===== src/rtl/mod_pow2_mul_seq_pkg.sv =====
// Shared types for the modular multiply-by-power-of-two block.
// Latency: n/a (types and a pure helper function only).
// Backpressure: n/a.
//
// Contents: FSM state encoding and a scalar modular-doubling helper that
// mirrors one datapath step for use outside the datapath.
package mod_pow2_mul_seq_pkg;

  typedef enum logic [1:0] {
    IDLE = 2'd0,
    RUN  = 2'd1,
    DONE = 2'd2
  } state_t;

  // One modular doubling on up-to-63-bit operands: (2*x) mod m, assuming x < m.
  function automatic logic [63:0] mod_dbl(input logic [63:0] x, input logic [63:0] m);
    logic [63:0] t;
    t = x << 1;
    return (t >= m) ? (t - m) : t;
  endfunction

endpackage


===== src/rtl/mod_pow2_mul_seq_if.sv =====
// Request/response bundle for mod_pow2_mul_seq.
// Latency: n/a (wires only).
// Backpressure: request side iValid/oReady, result side oValid/iReady.
//
// master: requester (drives operands and result ready).
// slave : the multiplier (drives request ready and the result).
interface mod_pow2_mul_seq_if #(
  parameter int BITWIDTH = 32,
  parameter int SHIFTW   = 6
);
  logic                iValid;
  logic                oReady;
  logic [BITWIDTH-1:0] iData;
  logic [BITWIDTH-1:0] iMod;
  logic [SHIFTW-1:0]   iShift;
  logic                oValid;
  logic                iReady;
  logic [BITWIDTH-1:0] oData;
  logic                oErr;

  modport master (
    output iValid, iData, iMod, iShift, iReady,
    input  oReady, oValid, oData, oErr
  );

  modport slave (
    input  iValid, iData, iMod, iShift, iReady,
    output oReady, oValid, oData, oErr
  );
endinterface


===== src/rtl/mod_pow2_mul_seq_doubler.sv =====
// One combinational modular doubling: y = (2*x) mod mod, for x < mod.
// Latency: 0 cycles (pure combinational).
// Backpressure: none.
//
// Ports: x (operand), mod (modulus), y (result).
module mod_pow2_mul_seq_doubler #(
  parameter int BITWIDTH = 32
) (
  input  logic [BITWIDTH-1:0] x,
  input  logic [BITWIDTH-1:0] mod,
  output logic [BITWIDTH-1:0] y
);
  // Doubling is done one bit wider so the carry out of x is kept; this makes
  // the reduction exact for moduli right up to 2^BITWIDTH-1.
  logic [BITWIDTH:0] t;
  logic [BITWIDTH:0] m_ext;

  assign t     = {x, 1'b0};
  assign m_ext = {1'b0, mod};
  // Since x < mod, t < 2*mod, so a single conditional subtract suffices and
  // the result always fits back into BITWIDTH bits.
  assign y     = BITWIDTH'((t >= m_ext) ? (t - m_ext) : t);
endmodule


===== src/rtl/mod_pow2_mul_seq.sv =====
// Iterative modular multiply by 2^k: oData = (iData * 2^iShift) mod iMod.
// Latency: accept edge + ceil(k/UNROLL) RUN edges; k=0 or bad operands finish on the accept edge.
// Backpressure: oReady only in IDLE; result held in DONE until iReady; iEn=0 freezes everything.
//
// Ports: iClk, iRst (sync, active high), iEn (global enable), iClr (abort to IDLE),
//        bus (slave side of mod_pow2_mul_seq_if: request, operands, result, error).
module mod_pow2_mul_seq
  import mod_pow2_mul_seq_pkg::*;
#(
  parameter int BITWIDTH = 32,
  parameter int SHIFTW   = 6,
  parameter int UNROLL   = 1
) (
  input  logic                 iClk,
  input  logic                 iRst,
  input  logic                 iEn,
  input  logic                 iClr,
  mod_pow2_mul_seq_if.slave    bus
);

  state_t              state_q, state_d;
  logic [SHIFTW-1:0]   cnt_q, cnt_d;
  logic [BITWIDTH-1:0] x_q, x_d;
  logic [BITWIDTH-1:0] mod_q, mod_d;
  logic [BITWIDTH-1:0] odata_q, odata_d;
  logic                err_q, err_d;
  logic [BITWIDTH-1:0] run_res;
  logic [SHIFTW-1:0]   cnt_step;

  // UNROLL doublers in series. Stage i only applies its doubling while
  // i < cnt, so a final partial group performs exactly the remaining count.
  for (genvar i = 0; i < UNROLL; i++) begin : g_stage
    logic [BITWIDTH-1:0] din;
    logic [BITWIDTH-1:0] dbl;
    logic [BITWIDTH-1:0] dout;

    if (i == 0) begin : g_head
      assign din = x_q;
    end else begin : g_link
      assign din = g_stage[i-1].dout;
    end

    mod_pow2_mul_seq_doubler #(.BITWIDTH(BITWIDTH)) u_dbl (
      .x   (din),
      .mod (mod_q),
      .y   (dbl)
    );

    assign dout = (i < int'(cnt_q)) ? dbl : din;
  end

  assign run_res  = g_stage[UNROLL-1].dout;
  assign cnt_step = (int'(cnt_q) >= UNROLL) ? (cnt_q - SHIFTW'(UNROLL)) : '0;

  always_comb begin
    state_d = state_q;
    cnt_d   = cnt_q;
    x_d     = x_q;
    mod_d   = mod_q;
    odata_d = odata_q;
    err_d   = err_q;

    if (iClr) begin
      // Abort: drop the op, clear the flag, keep the last published result.
      state_d = IDLE;
      err_d   = 1'b0;
    end else if (iEn) begin
      unique case (state_q)
        IDLE: begin
          if (bus.iValid) begin
            if ((bus.iMod < BITWIDTH'(2)) || (bus.iData >= bus.iMod)) begin
              odata_d = bus.iData;
              err_d   = 1'b1;
              state_d = DONE;
            end else if (bus.iShift == '0) begin
              odata_d = bus.iData;
              err_d   = 1'b0;
              state_d = DONE;
            end else begin
              x_d     = bus.iData;
              mod_d   = bus.iMod;
              cnt_d   = bus.iShift;
              err_d   = 1'b0;
              state_d = RUN;
            end
          end
        end
        RUN: begin
          x_d   = run_res;
          cnt_d = cnt_step;
          if (cnt_step == '0) begin
            odata_d = run_res;
            state_d = DONE;
          end
        end
        DONE: begin
          if (bus.iReady) state_d = IDLE;
        end
        default: state_d = IDLE;
      endcase
    end
  end

  always_ff @(posedge iClk) begin
    if (iRst) begin
      state_q <= IDLE;
      cnt_q   <= '0;
      x_q     <= '0;
      mod_q   <= '0;
      odata_q <= '0;
      err_q   <= 1'b0;
    end else begin
      state_q <= state_d;
      cnt_q   <= cnt_d;
      x_q     <= x_d;
      mod_q   <= mod_d;
      odata_q <= odata_d;
      err_q   <= err_d;
    end
  end

  assign bus.oReady = (state_q == IDLE) && iEn && !iClr;
  assign bus.oValid = (state_q == DONE);
  assign bus.oData  = odata_q;
  assign bus.oErr   = err_q;

endmodule


===== src/flat_wrapper.sv =====
// flat-port wrapper written by rule: the top's interface ports become plain ports
module mod_pow2_mul_seq_flat import mod_pow2_mul_seq_pkg::*;
#(
  parameter int BITWIDTH = 32,
  parameter int SHIFTW   = 6,
  parameter int UNROLL   = 1
)
  (iClk, iRst, iEn, iClr, bus_iValid, bus_iData, bus_iMod, bus_iShift, bus_iReady, bus_oReady, bus_oValid, bus_oData, bus_oErr);
  mod_pow2_mul_seq_if #(.BITWIDTH(BITWIDTH), .SHIFTW(SHIFTW)) bus_i ();
  input  logic iClk;
  input  logic iRst;
  input  logic iEn;
  input  logic iClr;
  input wire logic [$bits(bus_i.iValid)-1:0] bus_iValid;
  input wire logic [$bits(bus_i.iData)-1:0] bus_iData;
  input wire logic [$bits(bus_i.iMod)-1:0] bus_iMod;
  input wire logic [$bits(bus_i.iShift)-1:0] bus_iShift;
  input wire logic [$bits(bus_i.iReady)-1:0] bus_iReady;
  output wire logic [$bits(bus_i.oReady)-1:0] bus_oReady;
  output wire logic [$bits(bus_i.oValid)-1:0] bus_oValid;
  output wire logic [$bits(bus_i.oData)-1:0] bus_oData;
  output wire logic [$bits(bus_i.oErr)-1:0] bus_oErr;
  assign bus_i.iValid = bus_iValid;
  assign bus_i.iData = bus_iData;
  assign bus_i.iMod = bus_iMod;
  assign bus_i.iShift = bus_iShift;
  assign bus_i.iReady = bus_iReady;
  assign bus_oReady = bus_i.oReady;
  assign bus_oValid = bus_i.oValid;
  assign bus_oData = bus_i.oData;
  assign bus_oErr = bus_i.oErr;
  mod_pow2_mul_seq #(.BITWIDTH(BITWIDTH), .SHIFTW(SHIFTW), .UNROLL(UNROLL)) u_core (.iClk(iClk), .iRst(iRst), .iEn(iEn), .iClr(iClr), .bus(bus_i));
endmodule

===== config.mk =====
export PLATFORM = sky130hd
export DESIGN_NAME = mod_pow2_mul_seq_flat
export DESIGN_NICKNAME = d
export VERILOG_FILES = /design/src/rtl/mod_pow2_mul_seq_pkg.sv /design/src/rtl/mod_pow2_mul_seq_if.sv /design/src/rtl/mod_pow2_mul_seq_doubler.sv /design/src/rtl/mod_pow2_mul_seq.sv /design/src/flat_wrapper.sv
export SDC_FILE = /design/constraint.sdc
export NUM_CORES = 1
export LEC_CHECK = 0
export ABC_AREA = 1
export CORE_AREA = 4 4 165 167
export CTS_CLUSTER_DIAMETER = 50
export CTS_CLUSTER_SIZE = 40
export DETAILED_ROUTE_END_ITERATION = 10
export DIE_AREA = 0 0 169 171
export PLACE_DENSITY = 0.6
export SYNTH_ARGS = -nofsm -noshare
export SYNTH_HDL_FRONTEND = slang
export SYNTH_SLANG_ARGS = --single-unit

===== constraint.sdc =====
create_clock -name iClk -period 3.65 [get_ports iClk]
set_input_delay 0.73 -clock iClk [delete_from_list [all_inputs] [get_ports iClk]]
set_output_delay 0.73 -clock iClk [all_outputs]
set_load 0.05 [all_outputs]

==> results of run 1 <==
==> how the worst min path moves through the flow <==
| stage | from | end | slack, ns | cells past startpoint |
|---|---|---|---|---|
| 3_5_place_dp | u_core.mod_q[9] | u_core.mod_q[9] | 0.46 | 2 |
| 4_1_cts | u_core.mod_q[9] | u_core.mod_q[9] | 0.47 | 2 |
| 5_1_grt | u_core.mod_q[16] | u_core.mod_q[16] | 0.48 | 2 |
| 3_3_place_gp | u_core.mod_q[30] | u_core.mod_q[30] | 0.45 | 2 |
| 6_report | u_core.mod_q[9] | u_core.mod_q[9] | 0.46 | 2 |
| 2_1_floorplan | u_core.mod_q[10] | u_core.mod_q[10] | 0.44 | 2 |
==> per-layer routing <==
layer  routed length (um)  GRT usage  up-vias
met5                    0          0        -
met4                  326    0.04060        0
met3                 1697    0.02981       27
met2                13400     0.3301      220
met1                14320     0.2894     4364
li1                     -          -     4971
==> area by class of cell <==
type / instances / share of cell area
multi-input cells: 1134 / 0.5235
flip-flops and latches: 105 / 0.1982
repair buffers: 128 / 0.1236
inverters: 245 / 0.08671
well taps: 335 / 0.03952
clock buffers: 9 / 0.02123
clock inverters: 6 / 0.007196
==> registers in the layout, summed over array words and instances (netlist names) <==
register and flops:
u_core.cnt_q 6, u_core.bus.oData 32, u_core.bus.oErr 1, u_core.g_stage.din 32
u_core.mod_q 32, u_core.state_q 2
==> worst min-delay path: stages, from the launching register on <==
cell and delay, ns:
dfxtp_1 0.30, inv_1 0.06, a21oi_1 0.06
==> cell usage in the layout, fill, tap and decap left out, types with 3 or more instances in the layout <==
master	n
nand2_2	4
o21ai_0	55
nor2_2	4
ha_1	67
nand4_1	16
buf_12	6
buf_4	12
xor2_1	14
nor2_1	197
nand3b_1	4
clkdlybuf4s50_1	110
a21oi_2	4
clkbuf_16	9
nand2_1	487
and2_1	3
nor3_1	11
o21bai_1	4
inv_1	243
a21oi_1	101
nand3_1	127
o21ai_1	13
dfxtp_1	105
==> power groups by stage <==
| stage | logic, mW | clock network (mW) | registers, mW |
|---|---|---|---|
| after floorplan | 1.33 | 0 | 1.33 |
| after detailed placement | 1.98 | 0 | 1.27 |
| final | 2.01 | 1.03 | 1.25 |
| after global placement | 1.98 | 0 | 1.27 |
| after global routing | 2.25 | 1.10 | 1.25 |
| after CTS | 1.99 | 1.05 | 1.25 |
==> cell families (layout without fill, tap and decap cells) <==
logic type / Yosys count / in the layout / share of synthesized area
AO/OA/AOI/OAI: 182 / 182 / 0.1088
XOR/XNOR: 15 / 15 / 0.01483
adder cells (fa/ha/maj): 68 / 68 / 0.09689
buffers and inverters: 298 / 388 / 0.1359
flip-flops: 105 / 105 / 0.2373
multiplexers: 1 / 1 / 0.001130
AND/OR/NAND/NOR: 868 / 868 / 0.4052
==> out/metrics.yaml, run 1 <==
power_and_ir_drop:
  clkPwrFrac: 0.239
  finalPower_mw: 4.283
  p_int_mw: 2.404
  ir_drop_mv: 0.2408
  p_per_area_mw_per_mm2: 403.8
  switching_share: 0.4389
  combinationalPowerShare: 0.469
  p_seq_frac: 0.291
  p_switching_mw: 1.880
  p_leak_nw: 5.400
outcome:
  outcome: "finished clean"
clocking:
  clock_sinks: 105
  cts_root_buf: "clkbuf_16"
  htreeDepth: 3
  clk_latency_ns: 0.36
  cts_setup_buffers: 0
  cts_hold_buffers: 0
  cts_buffer_depth: 2
  cts_buffers: 9
  cts_tree: "built"
  cts_resized: 0
  cts.clk_slew.worst_paths_ns: 0.07
sta:
  skew_ns: 0.01106
  fmax_mhz: 316.4
  fin_crit_ns: 3.161
  finalHoldViolations: 0
  worstMarginPinSlew_ns: 0.5920
  rsz0062_at_grt: "no"
  setup_viol: 0
  fin_ws_ns: 0.4889
  fin_hold_ws_ns: 0.4643
  setup-tns-final_ns: 0
  fin_crit_sh: 0.8660
  max-slew-margin-rel: 0.6047
  slew_violations: 0
floorplan:
  io_pins: 111
  rows: 59
  fp.dieW_um: 169
  start_util: 0.3438
  coreArea_sq_mm: 0.02576
  die_area_sq_mm: 0.02890
  die_h_um: 171
layout:
  diodes: 0
  syn2layout_area_growth_pct: 19.73
  fin_util: 0.4117
  fin_nets: 1767
  design_area_sq_mm: 0.01061
  fin_cells: 1962
  seq_area_sq_mm: 0.002102
  multi_input_area_sq_mm: 0.005553
  fillCellCount: 2762
  final_layout_size_suffix_gt1_frac: 0.03565
detailed_routing:
  totalWireLength_um: 29740
  ant_nets: 0
  num_vias: 9582
  wl_per_cell_um: 15.16
  dr.pass1.iters: 5
  drc: 0
  via_per_inst: 4.884
  drt_iter0_markers: 725
yosys:
  syn_nets: 1681
  yosysMostFrequentCell: "nand2_1"
  synth_top_area_cell: "dfxtp_1"
  synth.distinct_cells: 42
  synth.top_cells.by_count: "487 x nand2_1, 244 x inv_1, 197 x nor2_1"
  synth_top_area_share: 0.2373
  synthFlopType: "dfxtp_1"
  ys_ff_latch: 105
  netlist_instances: 1537
  synth_edf_count: 0
  ys_seq_area_frac: 0.2373
  syn_area_sq_mm: 0.008858
  yosys_warnings: 0
  avgSynthCellArea_sq_um: 5.763
  synth.area.top_cells: "dfxtp_1 24%, nand2_1 21%, inv_1 10%, ha_1 9.5%, nor2_1 8.3%"
  synthArstFlopShare: 0
critical_path:
  cp.depth: 16
  critPathMostFrequentCell: "nand2_1"
  path_cells: "clkdlybuf4s50_1 > inv_1 > ha_1 > nand2_1 > inv_1 > nand3_1 > nor3_1 > nor2b_1 > nand2_1 > nand4_2 > o21bai_4 > nand2_2 > buf_4 > nand2_1 > nand2_1 > nor2_1"
  rr_worst_depth: 18
  critPathTopFamily: "simple AND/OR/NAND/NOR gates"
  cp-startpoint: "bus_iMod[15]"
  end_kind: "register"
  r2r_end: "u_core.bus.oData[15]"
  rr_startpoint: "u_core.mod_q[7]"
  rrSetupSlack_ns: 0.84
  critPathMaxStageDelay_ns: 0.48
  endpoint: "u_core.g_stage[0].din[15]"
  crit_buf_inv: 4
  cp_slowest_cell: "clkdlybuf4s50_1"
  cp_max_fo: 40
  cp-start-kind: "primary input"
  crit_arrival_ns: 3.41
  crit_required_ns: 3.90
  crit_type: "in2reg"
placement:
  postPlaceCellArea_sq_mm: 0.01030
  dp_slack_ns: 0.1534
  dp_hpwl_um: 23470
  io_buffer_count: 110
  place_inst: 1947
  place_congestion: 0.9350
worst_hold_path:
  min_path_type: "reg2reg"
global_routing:
  overflow: 0
  track_usage: 0.2034
  antenna_found_initial: 0
  grt_pass1_wl_um: 47260
  grt_pass1_vias: 9025
  grt_max_degree: 65
flow_run:
  drv_cap: 0
Note: power is estimated with default switching activity, not from simulation.
==> inputs of run 2 (changes only) <==
--- a/config.mk
+++ b/config.mk
@@ -8,7 +8,7 @@
 export ABC_AREA = 1
 export CORE_AREA = 4 4 165 167
 export CTS_CLUSTER_DIAMETER = 50
-export CTS_CLUSTER_SIZE = 40
+export CTS_CLUSTER_SIZE = 25
 export DETAILED_ROUTE_END_ITERATION = 10
 export DIE_AREA = 0 0 169 171
 export PLACE_DENSITY = 0.6
==> results of run 2 <==
Same layout as run 1: the final DEF is identical, and so are final timing and power.
==> inputs of run 3 (changes only) <==
--- a/config.mk
+++ b/config.mk
@@ -6,12 +6,14 @@
 export NUM_CORES = 1
 export LEC_CHECK = 0
 export ABC_AREA = 1
-export CORE_AREA = 4 4 165 167
+export CORE_AREA = 4 4 166 168
 export CTS_CLUSTER_DIAMETER = 50
 export CTS_CLUSTER_SIZE = 25
 export DETAILED_ROUTE_END_ITERATION = 10
-export DIE_AREA = 0 0 169 171
+export DIE_AREA = 0 0 170 172
 export PLACE_DENSITY = 0.6
+export REMOVE_ABC_BUFFERS = 1
 export SYNTH_ARGS = -nofsm -noshare
 export SYNTH_HDL_FRONTEND = slang
+export SYNTH_HIERARCHICAL = 1
 export SYNTH_SLANG_ARGS = --single-unit
==> out/metrics.yaml, run 3 <==
detailed_routing:
  wl_per_cell_um: 14.08  # -7.1%
  drt_iter0_markers: 669  # -7.7%
  dr.pass1.iters: 5  # unchanged
  num_vias: 9631  # +0.51%
  drc: 0  # unchanged
  ant_nets: 0  # unchanged
  totalWireLength_um: 28930  # -2.7%
  via_per_inst: 4.689  # -4.0%
clocking:
  clock_sinks: 105  # unchanged
  cts_tree: "built"
  cts_resized: 0  # unchanged
  cts.clk_slew.worst_paths_ns: 0.08  # about the same
  htreeDepth: 3  # unchanged
  clk_latency_ns: 0.36  # about the same
  cts_buffers: 9  # unchanged
  cts_setup_buffers: 0  # unchanged
  cts_root_buf: "clkbuf_16"
  cts_buffer_depth: 2  # unchanged
  cts_hold_buffers: 0  # unchanged
outcome:
  outcome: "finished clean"
placement:
  io_buffer_count: 110  # unchanged
  place_inst: 2038  # +4.7%
  place_congestion: 0.9767  # +4.5%
  postPlaceCellArea_sq_mm: 0.01052  # +2.1%
  dp_hpwl_um: 22780  # -2.9%
layout:
  fin_cells: 2054  # +4.7%
  final_cell_mix: "603 x nand2_1, 229 x nor2_1, 226 x inv_1, 122 x a21oi_1, 110 x clkdlybuf4s50_1"
  fillCellCount: 2820  # +2.1%
  syn2layout_area_growth_pct: 19.42
  layout_commonest_cell: "nand2_1"
  final_layout_size_suffix_gt1_frac: 0.05701  # +0.02136
  fin_util: 0.4175  # +0.005863
  design_area_sq_mm: 0.01082  # +2.0%
  diodes: 0  # unchanged
  fin_nets: 1858  # +5.1%
yosys:
  syn_area_sq_mm: 0.009060  # +2.3%
  synth_top_area_share: 0.2502  # +0.01295
  synthArstFlopShare: 0  # unchanged
  yosysMostFrequentCell: "nand2_1"
  ys_seq_area_frac: 0.2320  # -0.005276
  synth.distinct_cells: 37  # -12%
  ys_ff_latch: 105  # unchanged
  netlist_instances: 1623  # +5.6%
  synth.top_cells.by_count: "604 x nand2_1, 230 x nor2_1, 226 x inv_1"
  yosys_warnings: 6  # +6
  synth.area.top_cells: "nand2_1 25%, dfxtp_1 23%, nor2_1 9.5%, inv_1 9.4%, ha_1 9.3%"
  synth_top_area_cell: "nand2_1"
  avgSynthCellArea_sq_um: 5.582  # -3.1%
  synth_edf_count: 0  # unchanged
  synthFlopType: "dfxtp_1"
critical_path:
  crit_arrival_ns: 3.34  # -0.07 ns
  critPathMaxStageDelay_ns: 0.40  # -0.08 ns
  cp_max_fo: 31  # -23%
  end_kind: "register"
  crit_type: "reg2reg"
  path_cells: "inv_1 > ha_1 > nand2_1 > inv_1 > nand2_1 > nor2_2 > nand2_1 > nor3_2 > nor2_2 > nand2_4 > inv_4 > nand2_2 > nand2_1 > o21ai_0 > o21ai_0 > nand3b_1 > nand2_1 > nor2_1"
  critPathTopFamily: "simple AND/OR/NAND/NOR gates"
  crit_buf_inv: 3  # -1
  rrSetupSlack_ns: 0.57  # -0.27 ns
  cp-start-kind: "register"
  critPathMostFrequentCell: "nand2_1"
  crit_required_ns: 3.91  # about the same
  cp_slowest_cell: "ha_1"
worst_hold_path:
  min_path_type: "reg2reg"
power_and_ir_drop:
  p_per_area_mw_per_mm2: 395.1  # -2.2%
  ir_drop_mv: 0.1844  # -23%
  p_leak_nw: 5.572  # +3.2%
sta:
  rsz0062_at_grt: "no"
  finalHoldViolations: 0  # unchanged
  max-slew-margin-rel: 0.5664  # -0.03830
  fmax_mhz: 324.6  # +2.6%
  fin_crit_ns: 3.081  # -0.08022 ns
  fin_crit_sh: 0.8441  # -0.02198
  setup_viol: 0  # unchanged
  slew_violations: 0  # unchanged
  skew_ns: 0.01406  # +0.003002 ns
  worstMarginPinSlew_ns: 0.6504  # +0.05832 ns
global_routing:
  track_usage: 0.1990  # -0.004411
  overflow: 0  # unchanged
  antenna_found_initial: 0  # unchanged
  grt_max_degree: 40  # -38%
  grt_pass1_vias: 9082  # +0.63%
  grt_pass1_wl_um: 46950  # -0.66%
floorplan:
  start_util: 0.3497  # +0.005815
  die_area_sq_mm: 0.02924  # +1.2%
  fp.dieW_um: 170  # +0.59%
  die_h_um: 172  # +0.58%
  io_pins: 111  # unchanged
  coreArea_sq_mm: 0.02591  # +0.57%
  rows: 59  # unchanged
flow_run:
  drv_cap: 0  # unchanged
run 3: changes by cell type in the layout (fill, tap and decap cells not counted), moves of 5 or more:
cell      delta
nor2_1      +32
nand4_1     -10
nand3b_1    +21
buf_4        +9
o21ai_0     -34
o21ai_1     -11
nand2_2     +12
buf_12       -5
nand3_1     -66
nand2_1    +116
inv_2       +29
a21oi_1     +21
inv_1       -17
run 3: logic make-up after synthesis:
logic type      after synthesis  synth area share
xor+xnor                     16           0.01547
buf+inv                     310            0.1348
compound gates              153           0.08659
fa+ha+maj                    68           0.09474
flops                       105            0.2320
simple gates                971            0.4364
run 3: tightest hold or removal path: cells and delay by family (launching register included):
family / cells / cell delay, ns
DFF: 1 / 0.32
and+or+nand+nor: 1 / 0.06
AOI/OAI and AO/OA: 1 / 0.05
run 3: routing by layer:
metal  track usage  wire (um)
met3       0.02035       1320
met4       0.04861        369
met5             0          0
met2        0.3299      13070
met1        0.2795      14170
run 3: path summary, 6_finish.rpt:
check | start | to | depth (start not counted)
hold reg to reg | u_core/mod_q[8] | u_core/mod_q[8] | 2
setup / recovery | u_core/mod_q[20] | u_core/bus.oData[16] | 18
setup reg to reg | u_core/mod_q[20] | u_core/bus.oData[16] | 18
hold / removal | u_core/mod_q[8] | u_core/mod_q[8] | 2
run 3: cell type report:
class,count,area [sq um],share of cell area
Tap cell,335,419.2,0.03874
Timing Repair Buffer,132,1279,0.1182
Clock buffer,10,229.0,0.02116
Sequential cell,105,2102,0.1943
Clock inverter,6,66.31,0.006129
Inverter,258,970.9,0.08974
Multi-Input combinational cell,1208,5753,0.5317
run 3: metrics by stage:
step | setup slack [ns] | TNS [ns] | hold slack (ns) | power [mW]
2_1_floorplan | -0.2015 | -3.569 | 0.4393 | 2.606
3_3_place_gp | 0.3638 | 0 | 0.4526 | 3.259
3_5_place_dp | 0.3527 | 0 | 0.4574 | 3.266
4_1_cts | 0.6082 | 0 | 0.4700 | 4.314
5_1_grt | 0.3448 | 0 | 0.4859 | 4.634
6_report | 0.5692 | 0 | 0.4704 | 4.275
run 3: power by group:
group / total [mW] / internal [mW] / switching (mW)
Sequential: 1.24 / 1.20 / 0.0439
Combinational: 2.01 / 0.659 / 1.35
Clock: 1.02 / 0.535 / 0.486
